<file path="src/rtl/seg_capture.sv">
// Sense-side decoder for a two-digit multiplexed seven-segment display.
// Synchronizes the pins and commits each digit after STABLE_CNT identical samples.

module seg_track #(
  parameter int STABLE_CNT = 4
) (
  input  logic       clk,
  input  logic       reset,
  input  logic       hit,
  input  logic       illegal,
  input  logic [4:0] code,
  output logic [3:0] digit,
  output logic       valid,
  output logic       chg
);
  localparam logic [4:0] BLANK = 5'h10;
  localparam logic [3:0] STB   = 4'(STABLE_CNT);

  logic [4:0] cand;
  logic [3:0] cnt, cnt_nxt;
  logic       match, commit;

  always_comb begin
    match   = (code == cand);
    cnt_nxt = match ? ((cnt == STB) ? cnt : cnt + 4'd1) : 4'd1;
    // A saturated match is a hold, not a fresh arrival at STABLE_CNT.
    commit  = hit && !illegal && (cnt_nxt == STB) && !(match && (cnt == STB));
    chg     = commit && (code[4] ? valid : (!valid || (digit != code[3:0])));
  end

  always_ff @(posedge clk) begin
    if (!reset) begin
      cand  <= BLANK;
      cnt   <= 4'd0;
      digit <= 4'd0;
      valid <= 1'b0;
    end else if (hit) begin
      if (illegal) begin
        cand <= BLANK;
        cnt  <= 4'd0;
      end else begin
        cand <= code;
        cnt  <= cnt_nxt;
        if (commit) begin
          if (code[4]) valid <= 1'b0;
          else begin
            digit <= code[3:0];
            valid <= 1'b1;
          end
        end
      end
    end
  end
endmodule

module seg_capture #(
  parameter int STABLE_CNT = 4
) (
  input  logic       clk,
  input  logic       reset,
  input  logic       sample_en,
  input  logic [6:0] seg_in,
  input  logic [1:0] dig_sel,
  input  logic       clr_err,
  output logic [3:0] digit0,
  output logic [3:0] digit1,
  output logic [1:0] valid,
  output logic       upd,
  output logic       err
);
  logic [6:0] seg_m, seg_s;
  logic [1:0] sel_m, sel_s;
  logic [4:0] code;
  logic       illegal, err_ev;
  logic [1:0] hit, chg;
  logic [1:0][3:0] dig_arr;

  always_ff @(posedge clk) begin
    if (!reset) begin
      seg_m <= 7'h7f;
      seg_s <= 7'h7f;
      sel_m <= 2'b00;
      sel_s <= 2'b00;
    end else begin
      seg_m <= seg_in;
      seg_s <= seg_m;
      sel_m <= dig_sel;
      sel_s <= sel_m;
    end
  end

  // code[4] set means BLANK; illegal patterns flagged separately.
  always_comb begin
    illegal = 1'b0;
    code    = 5'h10;
    case (seg_s)
      7'b1000000: code = 5'h00;
      7'b1111001: code = 5'h01;
      7'b0100100: code = 5'h02;
      7'b0110000: code = 5'h03;
      7'b0011001: code = 5'h04;
      7'b0010010: code = 5'h05;
      7'b0000010: code = 5'h06;
      7'b1111000: code = 5'h07;
      7'b0000000: code = 5'h08;
      7'b0010000: code = 5'h09;
      7'b0001000: code = 5'h0a;
      7'b0000011: code = 5'h0b;
      7'b1000110: code = 5'h0c;
      7'b0100001: code = 5'h0d;
      7'b0000110: code = 5'h0e;
      7'b0001110: code = 5'h0f;
      7'b1111111: code = 5'h10;
      default:    illegal = 1'b1;
    endcase
  end

  assign hit    = {2{sample_en}} & {sel_s == 2'b10, sel_s == 2'b01};
  assign err_ev = (sample_en && (sel_s == 2'b11)) || ((|hit) && illegal);

  for (genvar g = 0; g < 2; g++) begin : g_trk
    seg_track #(.STABLE_CNT(STABLE_CNT)) u_trk (
      .clk    (clk),
      .reset  (reset),
      .hit    (hit[g]),
      .illegal(illegal),
      .code   (code),
      .digit  (dig_arr[g]),
      .valid  (valid[g]),
      .chg    (chg[g])
    );
  end

  assign digit0 = dig_arr[0];
  assign digit1 = dig_arr[1];

  always_ff @(posedge clk) begin
    if (!reset) begin
      upd <= 1'b0;
      err <= 1'b0;
    end else begin
      upd <= |chg;
      if (err_ev)       err <= 1'b1;
      else if (clr_err) err <= 1'b0;
    end
  end
endmodule

</file>
<file path="config.mk">
export PLATFORM = sky130hd
export DESIGN_NAME = seg_capture
export DESIGN_NICKNAME = d
export VERILOG_FILES = /design/src/rtl/seg_capture.sv
export SDC_FILE = /design/constraint.sdc
export NUM_CORES = 1
export LEC_CHECK = 0
export ABC_AREA = 1
export CAP_MARGIN = 25
export CORE_ASPECT_RATIO = 1.75
export CORE_MARGIN = 3
export CORE_UTILIZATION = 50
export DETAILED_ROUTE_END_ITERATION = 16
export PLACE_DENSITY_LB_ADDON = 0.12
export REMOVE_ABC_BUFFERS = 1
export SLEW_MARGIN = 20
export SYNTH_ARGS = -nofsm -noshare
export SYNTH_HDL_FRONTEND = slang
export SYNTH_SLANG_ARGS = --single-unit
</file>
<file path="constraint.sdc">
create_clock -name clk -period 2.5 [get_ports clk]
set_clock_uncertainty 0.05 [all_clocks]
set_input_delay 0.25 -clock clk [delete_from_list [all_inputs] [get_ports clk]]
set_output_delay 0.25 -clock clk [all_outputs]
set_load 0.01 [all_outputs]
</file>
# == Word level (Yosys, flattened, before mapping) ==
# Index checks and enable logic that the tools add are counted.
# word_totals
register_bits,48
in_bits,13
out_inout_bits,12
word_cells,87
# classes
add_sub_neg,2
eq_ne,27
muxes,14
n_bitwise,2
n_reduce_logical,28
# op_table
cell,n
$pmux 5 s16,1
$eq 7x7->1 const B,5
$mux 4,6
$eq 7x5->1 const B,3
$eq 7x6->1 const B,3
$reduce_or 17->1,1
$eq 4x3->1 const B,4
$eq 7x2->1 const B,2
$eq 7x4->1 const B,2
$logic_and 1x1->1,12
$eq 5x5->1,2
$add 4x1->4 const B,2
$ne 4x4->1,2
$reduce_and 4->1,2
$eq 7x3->1 const B,1
$logic_not 7->1,1
$mux 1,6
$reduce_and 3->1,2
$mux 5,1
$eq 2x2->1 const B,2
$logic_not 1->1,4
$reduce_or 2->1,2
$logic_or 1x1->1,3
$and 2x2->2,1
3 further kinds,3

# == Depth between registers and ports, before layout ==
# depth
ltp_word,9
ltp_mapped,18
ltp_nobuf,18

# == Cells and area by module ==
# From an unflattened synthesis, not the netlist that was laid out.
# unflattened
cells_unflattened,399
area_unflattened_um2,2623.8
# by_module_without_submodules
mod,instances,cells_per_inst,area_each_um2,seq_area_each_um2
seg_track,2,131,827.0,280.3
seg_capture,1,137,969.7,400.4

# == Worst setup path before layout ==
# Ideal clock, no wire load.
# synth_timing
path_type,reg2reg
from,register g_trk[0].u_trk.cnt[0]
to,register g_trk[0].u_trk.digit[1]
setup_time_ns,0.132
arrival_time_ns,1.814
required_ns,2.318
path_slack_ns,0.504
path_stages_with_launch,12
path_buffers,0
synth_period_minus_slack_ns,1.996
cell_sequence,dfxtp_1 -> inv_1 -> ha_1 -> nand2_1 -> inv_1 -> o21ai_1 -> o21ai_0 -> inv_1 -> nor4_1 -> nand4_2 -> nand2_1 -> a21oi_1
# synth_via
elab_chain_len,7
word_cells_on_any_way,10
classes_between,add/sub: 1; eq/ne: 2; mux: 2; reduce/logical: 5
# synth_rtl
element,line,rtl
start: declaration,20,"logic [3:0] cnt, cnt_nxt;"
start signal: assignment,43,cnt <= cnt_nxt;
$add 4x1->4 or $eq 4x3->1 (tied branches),"25, 27",
$mux 4 (2 in series),25,cnt_nxt = match ? ((cnt == STB) ? cnt : cnt + 4'd1) : 4'd1;
$eq 4x3->1,27,commit = hit && !illegal && (cnt_nxt == STB) && !(match && (cnt == STB));
$logic_and 1x1->1,27,
$logic_and 1x1->1 *,27,
$reduce_and 4->1 (no line) *,--,
end signal: assignment,47,digit <= code[3:0];
end: declaration,12,"output logic [3:0] digit,"
# Mark *: on every way between the ends. The rest lies on a longest branch, timed or not.
# A chain may end at the register's enable or synchronous reset.

# == Worst setup path in the final report ==
# layout_timing
from,register seg_s[4]
to,register g_trk[1].u_trk.digit[2]
# layout_via
elab_chain_len,8
word_cells_on_any_way,29
classes_between,eq/ne: 18; mux: 2; bitwise: 1; reduce/logical: 8
# layout_rtl
element,line,rtl
start: declaration,71,"logic [6:0] seg_m, seg_s;"
start signal: assignment,86,seg_s <= seg_m;
"$eq 7x4->1, or another cell as far along",96,case (seg_s)
$pmux 5 s16,96,
$eq 5x5->1,24,match = (code == cand);
$mux 4,25,
$eq 4x3->1,27,
$logic_and 1x1->1 (2 in series),27,
$reduce_and 4->1 (no line),--,
end signal: assignment,47,
end: declaration,12,
# Several ways; a longest one is shown, not always the timed one.

==> impl_metrics.csv <==
group,metric,value,unit
run_status,status,"finished clean",
grt,track_usage,23.3,%
die,floorplan.rows,34,
flow_run,max_cap_violations,0,
cells_and_area,layout_commonest_cell,"nand2_1",
setup_path,critPathRequiredTime,2.66,ns
timing,relSlewSlack,74.2,%
power_and_ir_drop,leakagePower,1.55,nW
synthesis,synth_warnings,0,
grt,overflow,0,
grt,grt_max_degree,40,
clocking,path_clk_slew,0.09,ns
setup_path,worstPathMaxFanout,6,
cells_and_area,final_cell_mix,"nand2_1, inv_1, nor2_1, dfxtp_1, a21oi_1",
place,dp_slack,0.136,ns
timing,fmax,440,MHz
setup_path,path_cells,"inv_1, nand2_1, nor2_2, nand2_1, nand2_1, nor2_2, nand2_1, nor2_1, nor2_2, o21ai_1, inv_2, nand2_2, nor2_4, nand3_1, nand2_1, nor2_1",
synthesis,ys_types,28,
timing,period_needed,2.27,ns
synthesis,synth_flop_cell,"dfxtp_1",
setup_path,cp_data_arrival_time,2.43,ns
setup_path,max_stage_delay,0.35,ns
timing,fin_tns_setup,0,ns
die,die_height,103,µm
clocking,cts.sinks,48,
min_path,worstHoldPathType,"flip-flop to flip-flop",
die,die_area,6330,µm²
setup_path,crit_slowest_cell,"dfxtp_2",
timing,fin_ws,0.230,ns
clocking,cts-buffers-inserted,5,
grt,antenna_found_initial,0,
grt,grt_pass1_vias,2515,
cells_and_area,diodes,0,
place,dp_hpwl,5320,µm
cells_and_area,nets,462,
drt,drc,0,
drt,drtPass1Iterations,4,
die,boundaryPins,25,
power_and_ir_drop,total_power,1.49,mW
synthesis,ys_ff_latch,48,
drt,ant_nets,0,
timing,fin_crit_sh,90.8,%
cells_and_area,drive_above_1_share,17.3,%
place,io_buffers,24,
clocking,clock_latency,0.31,ns
timing,finalHoldViolCount,0,
die,core_area,5100,µm²
drt,wl,6660,µm
timing,setup_viol,0,
place,dp_cells,492,
synthesis,netlist_instances,414,
power_and_ir_drop,p_per_area,468,nW/µm²
timing,rsz0062_at_grt,"no",
synthesis,async_flop_share,0,%
drt,wire_per_inst,13.3,µm
setup_path,critical_path_buf_inv_count,2,
drt,vias_per_cell,5.15,
clocking,cts_max_level,2,
grt,grt_pass1_wl,10900,µm
synthesis,avgSynthCellArea,6.50,µm²
clocking,cts_tree,"built",
clocking,cts_setup_buffers,0,
setup_path,crit_top_cell,"nand2_1",
clocking,hold_buffers,0,
synthesis,synth-seq-area-share,35.7,%
cells_and_area,syn2layout_area_growth,18.1,%
synthesis,synth-edff-count,0,
clocking,clockBufferDepth,2,
cells_and_area,fin_cells,500,
synthesis,netlist_area,2690,µm²
drt,drtIter0Drc,103,
setup_path,worst_setup_path_end_kind,"flip-flop",
setup_path,crit_type,"flip-flop to flip-flop",
place,place.gp.congestion,0.994,
setup_path,critical-path-top-delay-family,"simple AND/OR/NAND/NOR gates",
die,die_w,61.5,µm
clocking,root_buffer,"clkbuf_8",
timing,finalMaxSlewViolations,0,
die,start_util,52.7,%
setup_path,cp-start-kind,"flip-flop",
drt,vias,2575,
timing,tightestPinTransition,0.387,ns
power_and_ir_drop,ir_worst_vdd,0.465,mV
-- synth_stat cells, types with 2 or more instances --
library cell / instances / area (µm²)
nor2_2: 11 / 68.8
nor2_4: 4 / 45.0
buf_4: 2 / 15.0
dfxtp_1: 48 / 961
nor2_1: 46 / 173
nand3_1: 25 / 125
nor4_1: 2 / 12.5
nand2_2: 7 / 43.8
nand4_1: 6 / 37.5
inv_1: 54 / 203
xor2_1: 7 / 61.3
nand3_2: 3 / 30.0
o21ai_1: 2 / 10.0
inv_2: 9 / 33.8
clkbuf_1: 7 / 26.3
nor3_1: 2 / 10.0
xnor2_1: 2 / 17.5
or2_2: 15 / 93.8
ha_1: 4 / 50.1
nand2_1: 106 / 398
o21ai_0: 19 / 95.1
a21oi_1: 27 / 135
-- worst reg2reg max path: stages, from the launching register on --
cell	delay [ns]
dfxtp_2	0.35
inv_1	0.15
nand2_1	0.08
nor2_2	0.16
nand2_1	0.12
nand2_1	0.17
nor2_2	0.10
nand2_1	0.09
nor2_1	0.07
nor2_2	0.21
o21ai_1	0.15
inv_2	0.07
nand2_2	0.08
nor2_4	0.14
nand3_1	0.09
nand2_1	0.08
nor2_1	0.04
-- final timing paths --
check	end	cells after the start	slack, ns	from
setup / recovery	g_trk[1].u_trk.digit[2]	16	0.23	seg_s[4]
hold reg to reg	sel_s[1]	2	0.37	sel_m[1]
hold / removal	sel_s[1]	2	0.37	sel_m[1]
setup reg to reg	g_trk[1].u_trk.digit[2]	16	0.23	seg_s[4]
-- cell families after synthesis --
family	share of synthesized area [%]
fa+ha+maj	1.86
buf+inv	10.5
xor+xnor	2.93
simple gates	39.5
compound gates	9.48
flops	35.7
-- metrics by stage --
step                      utilization [%]  area, µm²  hold WS, ns
after global routing                 62.3       3180        0.387
after global placement               59.3       3030        0.342
after detailed placement             59.3       3030        0.347
after floorplan                         -       2650        0.293
after CTS                            61.6       3140        0.369
final                                62.3       3180        0.368
-- layout make-up --
class / instances / area [µm²]
Sequential cell: 48 / 968
Fill cell: 504 / 1930
Timing Repair Buffer: 34 / 315
Clock inverter: 3 / 47.5
Multi-Input combinational cell: 293 / 1480
Clock buffer: 5 / 68.8
Inverter: 63 / 236
Tap cell: 54 / 67.6
-- power breakdown --
part           internal (mW)  switching [mW]
combinational         0.0505          0.0621
sequential             0.784          0.0146
clock                  0.301           0.276
total                   1.14           0.353
-- metal layers --
metal	track usage (%)	routed length, µm
met1	21.8	2450
met4	15.7	400
met5	0	0
met3	4.64	196
met2	43.0	3610
-- registers in the layout, summed over array words and instances, names as in the netlist --
name and flops:
seg_s 7, upd 1, sel_s 2, err 1, sel_m 2, g_trk.u_trk.valid 2
g_trk.u_trk.cnt 8, seg_m 7, g_trk.u_trk.cand 10, g_trk.u_trk.digit 8
-- what timing repair did --
action / in CTS / in global routing
hold endpoints to repair: 0 / 0
gates resized for setup: 0 / 12
endpoints found under the setup margin: 0 / 10
Power figures use the tool's default switching activity.
